**config.mk**
```make
export PLATFORM = sky130hd
export DESIGN_NAME = slt_arbiter
export DESIGN_NICKNAME = d
export VERILOG_FILES = /design/src/rtl/slt_arbiter.sv
export SDC_FILE = /design/constraint.sdc
export NUM_CORES = 1
export LEC_CHECK = 0
export CAP_MARGIN = 20
export CORE_ASPECT_RATIO = 0.75
export CORE_MARGIN = 1
export CORE_UTILIZATION = 35
export CTS_CLUSTER_DIAMETER = 50
export DETAILED_ROUTE_END_ITERATION = 8
export GPL_TIMING_DRIVEN = 0
export MAX_ROUTING_LAYER = met4
export PLACE_DENSITY = 0.86
export SLEW_MARGIN = 15
export SYNTH_ARGS = -nofsm -noshare
export SYNTH_HDL_FRONTEND = slang
export SYNTH_SLANG_ARGS = --single-unit
```
**constraint.sdc**
```tcl
create_clock -name clk -period 6.52 [get_ports clk]
set_input_delay 1.63 -clock clk [delete_from_list [all_inputs] [get_ports clk]]
set_output_delay 1.63 -clock clk [all_outputs]
set_load 0.005 [all_outputs]
```
**src/rtl/slt_arbiter.sv**
```systemverilog
// slt_arbiter: round-robin arbiter sharing one W-bit set-less-than comparator among NREQ requesters.
// Define SLT_ARB_SIGNED_EN to honour req_signed per requester; otherwise every compare is unsigned.
module slt_arbiter #(
   parameter int NREQ = 4,
   parameter int W    = 16,
   parameter int IDW  = 2
) (
   input  logic              clk,
   input  logic              rst,
   input  logic [NREQ-1:0]   req_valid,
   output logic [NREQ-1:0]   req_ready,
   input  logic [NREQ*W-1:0] req_a,
   input  logic [NREQ*W-1:0] req_b,
   input  logic [NREQ-1:0]   req_signed,
   output logic              res_valid,
   input  logic              res_ready,
   output logic [W-1:0]      res_out,
   output logic [IDW-1:0]    res_id
);
   typedef enum logic {EMPTY, FULL} state_t;
   state_t         state;
   logic [IDW-1:0] ptr;
   logic [IDW-1:0] win;
   logic [IDW-1:0] idx;
   logic           found;
   logic           grant_en;
   logic           xfer;
   logic           lt;
   logic [W-1:0]   a_arr [NREQ];
   logic [W-1:0]   b_arr [NREQ];
   for (genvar i = 0; i < NREQ; i++) begin : g_unpack
      assign a_arr[i] = req_a[i*W +: W];
      assign b_arr[i] = req_b[i*W +: W];
   end
   // scan ptr, ptr+1, ... modulo NREQ and keep the first valid requester
   always_comb begin
      found = 1'b0;
      win   = '0;
      idx   = '0;
      for (int k = 0; k < NREQ; k++) begin
         idx = IDW'((int'(ptr) + k) % NREQ);
         if (!found && req_valid[idx]) begin
            found = 1'b1;
            win   = idx;
         end
      end
   end
   assign grant_en  = (state == EMPTY) || res_ready;
   assign xfer      = found && grant_en && !rst;
   assign req_ready = xfer ? NREQ'(1) << win : '0;
   assign res_valid = (state == FULL);
`ifdef SLT_ARB_SIGNED_EN
   assign lt = req_signed[win] ? ($signed(a_arr[win]) < $signed(b_arr[win])) : (a_arr[win] < b_arr[win]);
`else
   logic unused_signed;
   assign unused_signed = ^req_signed;
   assign lt = a_arr[win] < b_arr[win];
`endif
   always_ff @(posedge clk or posedge rst) begin
      if (rst) begin
         state   <= EMPTY;
         ptr     <= '0;
         res_out <= '0;
         res_id  <= '0;
      end else if (xfer) begin
         state   <= FULL;
         res_out <= W'(lt);
         res_id  <= win;
         ptr     <= (win == IDW'(NREQ-1)) ? '0 : win + 1'b1;
      end else if (res_ready) begin
         state <= EMPTY;
      end
   end
endmodule
```
==> flow_summary.json <==
{
  "status": "finished, final reports clean",
  "fin_nets": 523,
  "clock_tree.htree_level_count": 1,
  "grt_max_degree": 12,
  "power.share.switching_pct": 41.0,
  "root_buffer": "clkbuf_8",
  "vias": 2079,
  "finalSetupTns_ns": 0,
  "drive_above_1_share_pct": 14.9,
  "yosysUniqueCellTypes": 38,
  "rows": 23,
  "finalSetupViolations": 0,
  "dp_hpwl_um": 5680,
  "r2r_cells": 14,
  "grt_setup_unrepaired": "no",
  "start_kind": "input port",
  "ioPinCount": 162,
  "cp-end-kind": "output pin",
  "p_clk_share_pct": 7.0,
  "synth_seq_cells": 6,
  "grt_overflow": 0,
  "fin_crit_ns": 5.59,
  "fp.dieH_um": 66.9,
  "cp_data_arrival_time_ns": 3.96,
  "worstSetupPathType": "in2out",
  "top_layer": "met4",
  "switchingPower_w": 0.000316,
  "wire_per_inst_um": 14.9,
  "final_cell_mix": "clkdlybuf4s50_1, mux2i_1, ha_1",
  "cts_tree": "yes",
  "p_total_w": 0.000771,
  "power_frac_seq_pct": 8.3,
  "wl_um": 6520,
  "cp.required_ns": 4.89,
  "leakagePower_nw": 1.63,
  "hold_violations": 0,
  "grt_pass1_wl_um": 9340,
  "via_per_inst": 4.75,
  "hold_path_class": "reg2reg",
  "max_freq_mhz": 179,
  "cp-startpoint": "req_valid[0]",
  "syn_avg_cell_area_um2": 9.62,
  "maxSlewViolCount": 0,
  "combPwrFrac_pct": 84.7,
  "dr_wl_met3_um": 446,
  "wl_met2_um": 3170,
  "clkSinkCount": 6,
  "grt_pass1_vias": 1943,
  "holdBufCountCts": 0,
  "power_per_cell_area_nw_per_um2": 216,
  "drcViolationCount": 0,
  "yosysWarnings": 0,
  "timing.hold.ws_ns": 0.508,
  "synth_cells": 204,
  "internal_power_w": 0.000455,
  "gr-usage-all-layers_pct": 21.5,
  "globalplace.congestion": 0.815,
  "final_common_cell": "clkdlybuf4s50_1",
  "numCtsBuffers": 3,
  "fin_skew_ns": 0.00120,
  "r2r_setup_slack_ns": 3.07,
  "cp-endpoint": "req_ready[2]",
  "diodes": 0,
  "r2r_end": "res_out[0]",
  "die_w_um": 88.5,
  "post_cts_buffers": 0,
  "ys_seq_area_share_pct": 7.65,
  "insertion_delay_ns": 0.22,
  "port_buffers": 142,
  "fill_cells": 447,
  "maxCapViolCount": 0,
  "met1Wirelength_um": 2820,
  "syn2layout_area_growth_pct": 82.0,
  "clk_pin_slew_ns": 0.03,
  "dr.pass1.iters": 5,
  "dr.first_iter.drc_count": 59,
  "antenna_found_initial": 0,
  "cp_max_fo": 11,
  "synthesis.area_um2": 1960,
  "irDropWorstVdd_mv": 0.120,
  "cts_resized": 0,
  "core_um2": 5380,
  "cts_buffer_depth": 2,
  "antenna_left": 0,
  "die-area_um2": 5920,
  "finalCritPeriodShare_pct": 85.7,
  "rr_startpoint": "ptr[1]",
  "start_util_pct": 36.5
}
==> logic make-up (layout without fill, tap and decap cells) <==
| group | count (synthesis) | count (layout) | synth area share [%] |
|---|---|---|---|
| compound gates | 26 | 26 | 9.43 |
| fa+ha+maj | 19 | 19 | 12.1 |
| buf+inv | 34 | 179 | 14.0 |
| flops | 6 | 6 | 7.65 |
| mux | 94 | 94 | 49.3 |
| other cells | 1 | 15 | 0.191 |
| simple gates | 24 | 24 | 7.33 |
==> worst max-delay path: stages <==
cell	delay, ns
clkdlybuf4s50_1	0.55
a21oi_1	0.10
o21a_1	0.18
o22ai_2	0.25
inv_1	0.17
buf_2	0.27
ha_1	0.22
and2_1	0.13
clkdlybuf4s50_1	0.46
==> layout make-up <==
type	instances	area (um^2)	area share [%]
repair buffers	142	1420	39.8
well taps	75	93.8	2.63
clock buffers	3	41.3	1.16
inverters	8	35.0	0.981
flip-flops and latches	6	150	4.20
multi-input cells	178	1590	44.6
plain buffers	26	239	6.69
==> per-stage QoR <==
stage / worst slack [ns] / instances / instance area, um^2 / util, %
2_1_floorplan: 2.09 / 218 / 2020 / -
3_3_place_gp: 1.01 / 435 / 3530 / 65.6
3_5_place_dp: 0.940 / 435 / 3530 / 65.6
4_1_cts: 0.943 / 438 / 3570 / 66.4
5_1_grt: 0.824 / 438 / 3570 / 66.4
6_report: 0.933 / 438 / 3570 / 66.4
==> state kept, by name, summed over array words and instances (netlist names) <==
| register | flops |
|---|---|
| ptr | 2 |
| res_out | 1 |
| res_valid | 1 |
| res_id | 2 |
==> layer usage <==
layer,GRT usage [%],vias up
met5,-,-
met4,5.24,0
met3,2.85,7
met2,36.1,82
met1,27.3,944
li1,-,1046
==> synthesized netlist by cell type <==
library cell	count	area, um^2
a2111oi_2	2	30.0
a211oi_1	2	15.0
a21o_1	1	7.51
a21oi_1	7	35.0
a311oi_1	2	17.5
a31oi_1	1	6.26
and2_1	4	25.0
and3_4	1	11.3
buf_12	2	40.0
buf_2	3	15.0
buf_4	15	113
buf_6	2	22.5
buf_8	3	45.0
clkbuf_1	1	3.75
conb_1	1	3.75
dfrtp_1	6	150
ha_1	19	238
inv_1	7	26.3
inv_6	1	8.76
mux2_2	18	203
mux2_4	1	15.0
mux2i_1	75	751
nand2_1	2	7.51
nand2_2	1	6.26
nand2b_1	1	6.26
nand3b_1	1	7.51
nand4_1	3	18.8
nor2_1	3	11.3
nor2b_1	4	25.0
nor3_1	2	10.0
nor4_1	1	6.26
o21a_1	2	15.0
o21ai_0	5	25.0
o21bai_1	1	7.51
o22ai_1	1	6.26
o22ai_2	1	12.5
o31ai_1	1	7.51
or3b_2	1	8.76
==> worst min-delay path by stage <==
stage | start | end | cells after the start
floorplan | ptr[0] | ptr[0] | 2
global placement | res_id[0] | res_id[0] | 1
detailed placement | res_id[0] | res_id[0] | 1
CTS | res_id[0] | res_id[0] | 1
global route | res_id[0] | res_id[0] | 1
finish | res_id[0] | res_id[0] | 1
==> power by group through the flow <==
stage	combinational, W	sequential, W	clock [W]
after floorplan	0.000447	0.0000621	0
after global placement	0.000639	0.0000633	0
after detailed placement	0.000658	0.0000646	0
after CTS	0.000661	0.0000644	0.0000558
after global routing	0.000715	0.0000659	0.0000585
final	0.000653	0.0000643	0.0000536
No activity file was read; power rests on OpenSTA's default activity.
==> RTL change 1, RTL diff (config.mk and constraints unchanged) <==
Change the parameter `IDW` from 2 to 4.
--- a/src/rtl/slt_arbiter.sv
+++ b/src/rtl/slt_arbiter.sv
@@ -4,5 +4,5 @@
    parameter int NREQ = 4,
    parameter int W    = 16,
-   parameter int IDW  = 2
+   parameter int IDW  = 4
 ) (
    input  logic              clk,
Interface: changed (resized res_id); port bits go from 162 to 164. No check against the original RTL was run, so the function may have changed too.
==> RTL change 1 against the unedited design <==
Cell count unchanged. Routed wire length down 3.5%. Setup slack worse by 0.11 ns. Via count is 1.3% higher. Final area decreased by 2.1%. Power is 6.5% lower. Synthesized area fell by 4.0%. Synthesized cell count increased by 0.49%. Die area down 3.9%. Sequential cell count stayed put. Largest power group unchanged.
==> RTL change 1: results (changes against the unedited design) <==
metric	value	unit	change
status	finished clean		
number of different library cells in the post-synthesis netlist	32		-16%
Max stage delay on crit path	0.50	ns	-0.05 ns
setup slack of the most critical reg-to-reg path	2.85	ns	-0.22 ns
mean post-synth cell area	9.19	sq um	-4.5%
worst setup slack after placement	0.822	ns	-0.118 ns
Final nets	526		+0.57%
GRT met2 Usage	0.427		+0.0660
First DRT Iteration DRCs	29		-51%
WL met3	354	um	-21%
maximum VDD drop	87.3	uV	-27%
routed metal-1 wire length	2620	um	-7.1%
final HPWL from detailed placement	5530	um	-2.7%
global-route usage over all layers	0.219		+0.00426
termination of the worst setup path	req_ready[3]		
weighted congestion reported at the end of routability-driven placement	0.770		-5.6%
first-pass detailed-route iteration total	4		-1
post-route clock period utilization	0.873		+0.0166
portion of netlist area occupied by mux cells	0.511		+0.0180
share of post-route cells with drive strength above 1	0.142		-0.00668
Area contributors post-synth	mux2i_1 (40%), ha_1 (13%), mux2_2 (11%)		
post-synthesis sequential area ratio	0.0797		+0.00320
per-cell routed wire length	14.4	um	-3.5%
area share of fa/ha/maj cells after synthesis	0.126		+0.00507
leading cell types by count after synthesis	mux2i_1 (76), buf_4 (19), ha_1 (19)		
fraction of power spent switching nets	0.413		+0.00325
met3 layer usage reported by global route	0.0264		-0.00212
Worst Clk Skew	0.00376	ns	+0.00257 ns
met1 usage in global routing	0.242		-0.0316
## RTL change 1: changes by cell type after synthesis, moves of 2 or more
cell       before  now
o311ai_0        0    2
buf_2           3    6
inv_2           0    2
buf_4          15   19
a311oi_1        2    0
o2111a_1        0    2
buf_12          2    0
a2111oi_2       2    0
inv_1           7    5
nor2b_1         4    2
buf_8           3    0
nor2_1          3    5
nand2b_1        1    3
## RTL change 1: worst min-delay path by stage
| stage | start | to | slack, ns |
|---|---|---|---|
| CTS | res_id[1] | res_id[1] | 0.51 |
| detailed placement | res_id[1] | res_id[1] | 0.50 |
| floorplan | res_id[0] | res_id[0] | 0.51 |
| global route | res_id[1] | res_id[1] | 0.54 |
| global placement | res_id[0] | res_id[0] | 0.49 |
| finish | res_id[1] | res_id[1] | 0.51 |
## RTL change 1: layout make-up
| cell class | count | area [sq um] |
|---|---|---|
| flip-flops and latches | 6 | 150 |
| plain buffers | 27 | 188 |
| well taps | 72 | 90.1 |
| multi-input cells | 181 | 1580 |
| inverters | 7 | 26.3 |
| repair buffers | 142 | 1420 |
| clock buffers | 3 | 41.3 |
| fillers | 435 | 1540 |
## RTL change 1: worst register-to-register path: cells and delay by family, from the launching register on
kind	cells	cell delay, ns
simple gates	4	1.09
compound gates	3	0.73
mux	2	0.59
flops	1	0.46
buf+inv	1	0.37
fa+ha+maj	1	0.31
## RTL change 1: power by group through the flow
stage	combinational (mW)	clock [mW]	sequential [mW]
floorplan	0.403	0	0.0623
global placement	0.590	0	0.0629
detailed placement	0.605	0	0.0640
CTS	0.608	0.0564	0.0636
global route	0.661	0.0601	0.0656
finish	0.603	0.0549	0.0638
==> RTL change 2, RTL diff (same settings) <==
Made on the original files. Reset style: synchronous (`rst`), changed in one clocked block.
--- a/src/rtl/slt_arbiter.sv
+++ b/src/rtl/slt_arbiter.sv
@@ -57,5 +57,5 @@
    assign lt = a_arr[win] < b_arr[win];
 `endif
-   always_ff @(posedge clk or posedge rst) begin
+   always_ff @(posedge clk) begin
       if (rst) begin
          state   <= EMPTY;
Formal check against the unedited RTL: differs if rst is asserted again (counterexample within 4 cycles, from zero or initial values and one cycle with rst high); with rst held inactive, the same outputs for 10 cycles.
==> RTL change 2 against the unedited design <==
Power decreased by 22%. Routed wire length increased by 9.4%. Synthesized cell count up 25%. Setup slack worse by 0.49 ns. Highest routed layer unchanged. Cell count increased by 12%. Utilization barely moved. Sequential cell count stayed put. Fmax shrank 8.0%. First-iteration DRC count increased by 42%. Final area is 0.53% lower. Synthesized area down 0.96%. Count of clock-buffer cells in the layout did not move. Via count increased by 17%. Sequential share of layout area is 0.82 points lower.
==> RTL change 2: results (changes against the unedited design) <==
metric	value	unit	change
Area contributors post-synth	mux2_4 (12%), ha_1 (12%), nand2_1 (9.8%)		
average vias per placed instance	4.97		+4.7%
total negative slack	0	ns	unchanged
Worst Clk Skew	0.00275	ns	+0.00155 ns
Reg2Reg Launch Point	ptr[0]		
maximum VDD drop	81.7	uV	-32%
Warnings, synthesis	0		unchanged
Final nets	575		+9.9%
pin count of the biggest net entering global routing	12		unchanged
setup slack of the most critical reg-to-reg path	2.95	ns	-0.12 ns
startpoint of the most critical hold path	res_id[1]		
via count of the first global-routing pass	2311		+19%
Clock Root Buffer	clkbuf_8		
initial antenna violation count	0		unchanged
number of port buffers	142		unchanged
sum of overflow across all layers after global routing	0		unchanged
clock buffer count from CTS	3		unchanged
remaining max-slew budget at the tightest pin	0.592		
leading register cell type out of synthesis	dfxtp_1		
status	finished clean		
arrival time worst endpoint	4.45	ns	+0.49 ns
met3 layer usage reported by global route	0.0248		-0.00372
first-pass detailed-route iteration total	4		-1
hold slack	0.479	ns	-0.0294 ns
setup fix buffers added after clock tree synthesis	0		unchanged
Antenna diodes	0		unchanged
global-route usage over all layers	0.243		+0.0284
maximum clock insertion buffer count	2		unchanged
post-cts resize count	0		unchanged
final HPWL from detailed placement	5980	um	+5.2%
CTS clock-pin slew for the worst setup and hold paths	0.03	ns	about the same
global-route wire length before repair	10600	um	+14%
GRT met2 Usage	0.439		+0.0784
deepest level of the CTS H-tree	1		unchanged
Hold Path End	res_id[1]		
met1 usage in global routing	0.286		+0.0122
Clock Latency Late Sink	0.23	ns	
path type of the worst min-delay path	reg2reg		
First DRT Iteration DRCs	84		+42%
static leakage	1.58	nW	-3.1%
share of flip-flops with an asynchronous set or reset after synthesis	0		-1.00
share of post-route cells with drive strength above 1	0.140		-0.00900
leading cell types by count after synthesis	nand2_1 (51), nor2_1 (20), ha_1 (19)		
weighted congestion reported at the end of routability-driven placement	0.768		-5.7%
design internal power	0.349	mW	-23%
number of cells traversed by the worst hold path	2		+1
leading registers by flop count	ptr x2, res_id x2		
WL final	7140	um	+9.4%
area after detailed placement	0.00351	sq mm	-0.53%
post-synthesis sequential area ratio	0.0618		-0.0147
maximum fanout count along the critical path	11		unchanged
R2R Path End	res_out[0]		
path depth of the worst reg2reg path	15		+1
number of different library cells in the post-synthesis netlist	41		+7.9%
Top Usage Layer GRT	met2		
count of hold-fix buffers inserted at cts	0		unchanged
number of pins exceeding their max-slew limit in the final report	0		unchanged
## RTL change 2: changes by cell type after synthesis, moves of 11 or more
cell / before / now
a31oi_1: 1 / 16
mux2i_1: 75 / 15
mux2_4: 1 / 16
nor2_1: 3 / 20
nand2_1: 2 / 51
o21ai_1: 0 / 11
## RTL change 2: metal layers
metal / wire length (um) / vias up
met5: 0 / -
met4: 121 / 0
met3: 583 / 10
met2: 3590 / 103
met1: 2840 / 1118
li1: - / 1203
## RTL change 2: cell type report
| cell class | count | area [sq um] |
|---|---|---|
| Fill cell | 489 | 1800 |
| Buffer | 30 | 228 |
| Clock buffer | 3 | 41.3 |
| Timing Repair Buffer | 142 | 1420 |
| Inverter | 4 | 15.0 |
| Multi-Input combinational cell | 230 | 1630 |
| Tap cell | 75 | 93.8 |
| Sequential cell | 6 | 120 |
## RTL change 2: power by group through the flow
stage               combinational (mW)  clock, mW  sequential, mW
floorplan                        0.316          0          0.0489
global placement                 0.481          0          0.0489
detailed placement               0.493          0          0.0497
CTS                              0.496     0.0575          0.0491
global route                     0.545     0.0602          0.0501
finish                           0.493     0.0569          0.0494
## RTL change 2: worst max path at each step
stage                       startpoint      endpoint  slack, ns
after floorplan           req_valid[0]  req_ready[0]       1.65
after global placement    req_valid[0]  req_ready[0]       0.48
after detailed placement  req_valid[0]  req_ready[2]       0.45
after CTS                 req_valid[0]  req_ready[2]       0.44
after global routing      req_valid[0]  req_ready[0]       0.31
final                     req_valid[0]  req_ready[2]       0.44
## RTL change 2: stage by stage
step | worst slack, ns | std cells
6_report | 0.445 | 490
5_1_grt | 0.314 | 490
4_1_cts | 0.439 | 490
3_5_place_dp | 0.448 | 487
3_3_place_gp | 0.482 | 487
2_1_floorplan | 1.65 | 270
## RTL change 2: cell families after synthesis
family / after synthesis / share of synthesized area
buffers and inverters: 34 / 0.125
AO/OA/AOI/OAI: 55 / 0.180
AND/OR/NAND/NOR: 96 / 0.227
multiplexers: 45 / 0.282
flip-flops: 6 / 0.0618
adder cells (fa/ha/maj): 19 / 0.122
other: 1 / 0.00193
## RTL change 2: worst max-delay path, cell delays in order
cell	delay [ns]
clkdlybuf4s50_1	0.47
nor2b_1	0.18
or4_4	0.54
and2_4	0.16
buf_6	0.14
buf_6	0.16
clkbuf_1	0.29
ha_1	0.30
and2_1	0.13
clkdlybuf4s50_1	0.46
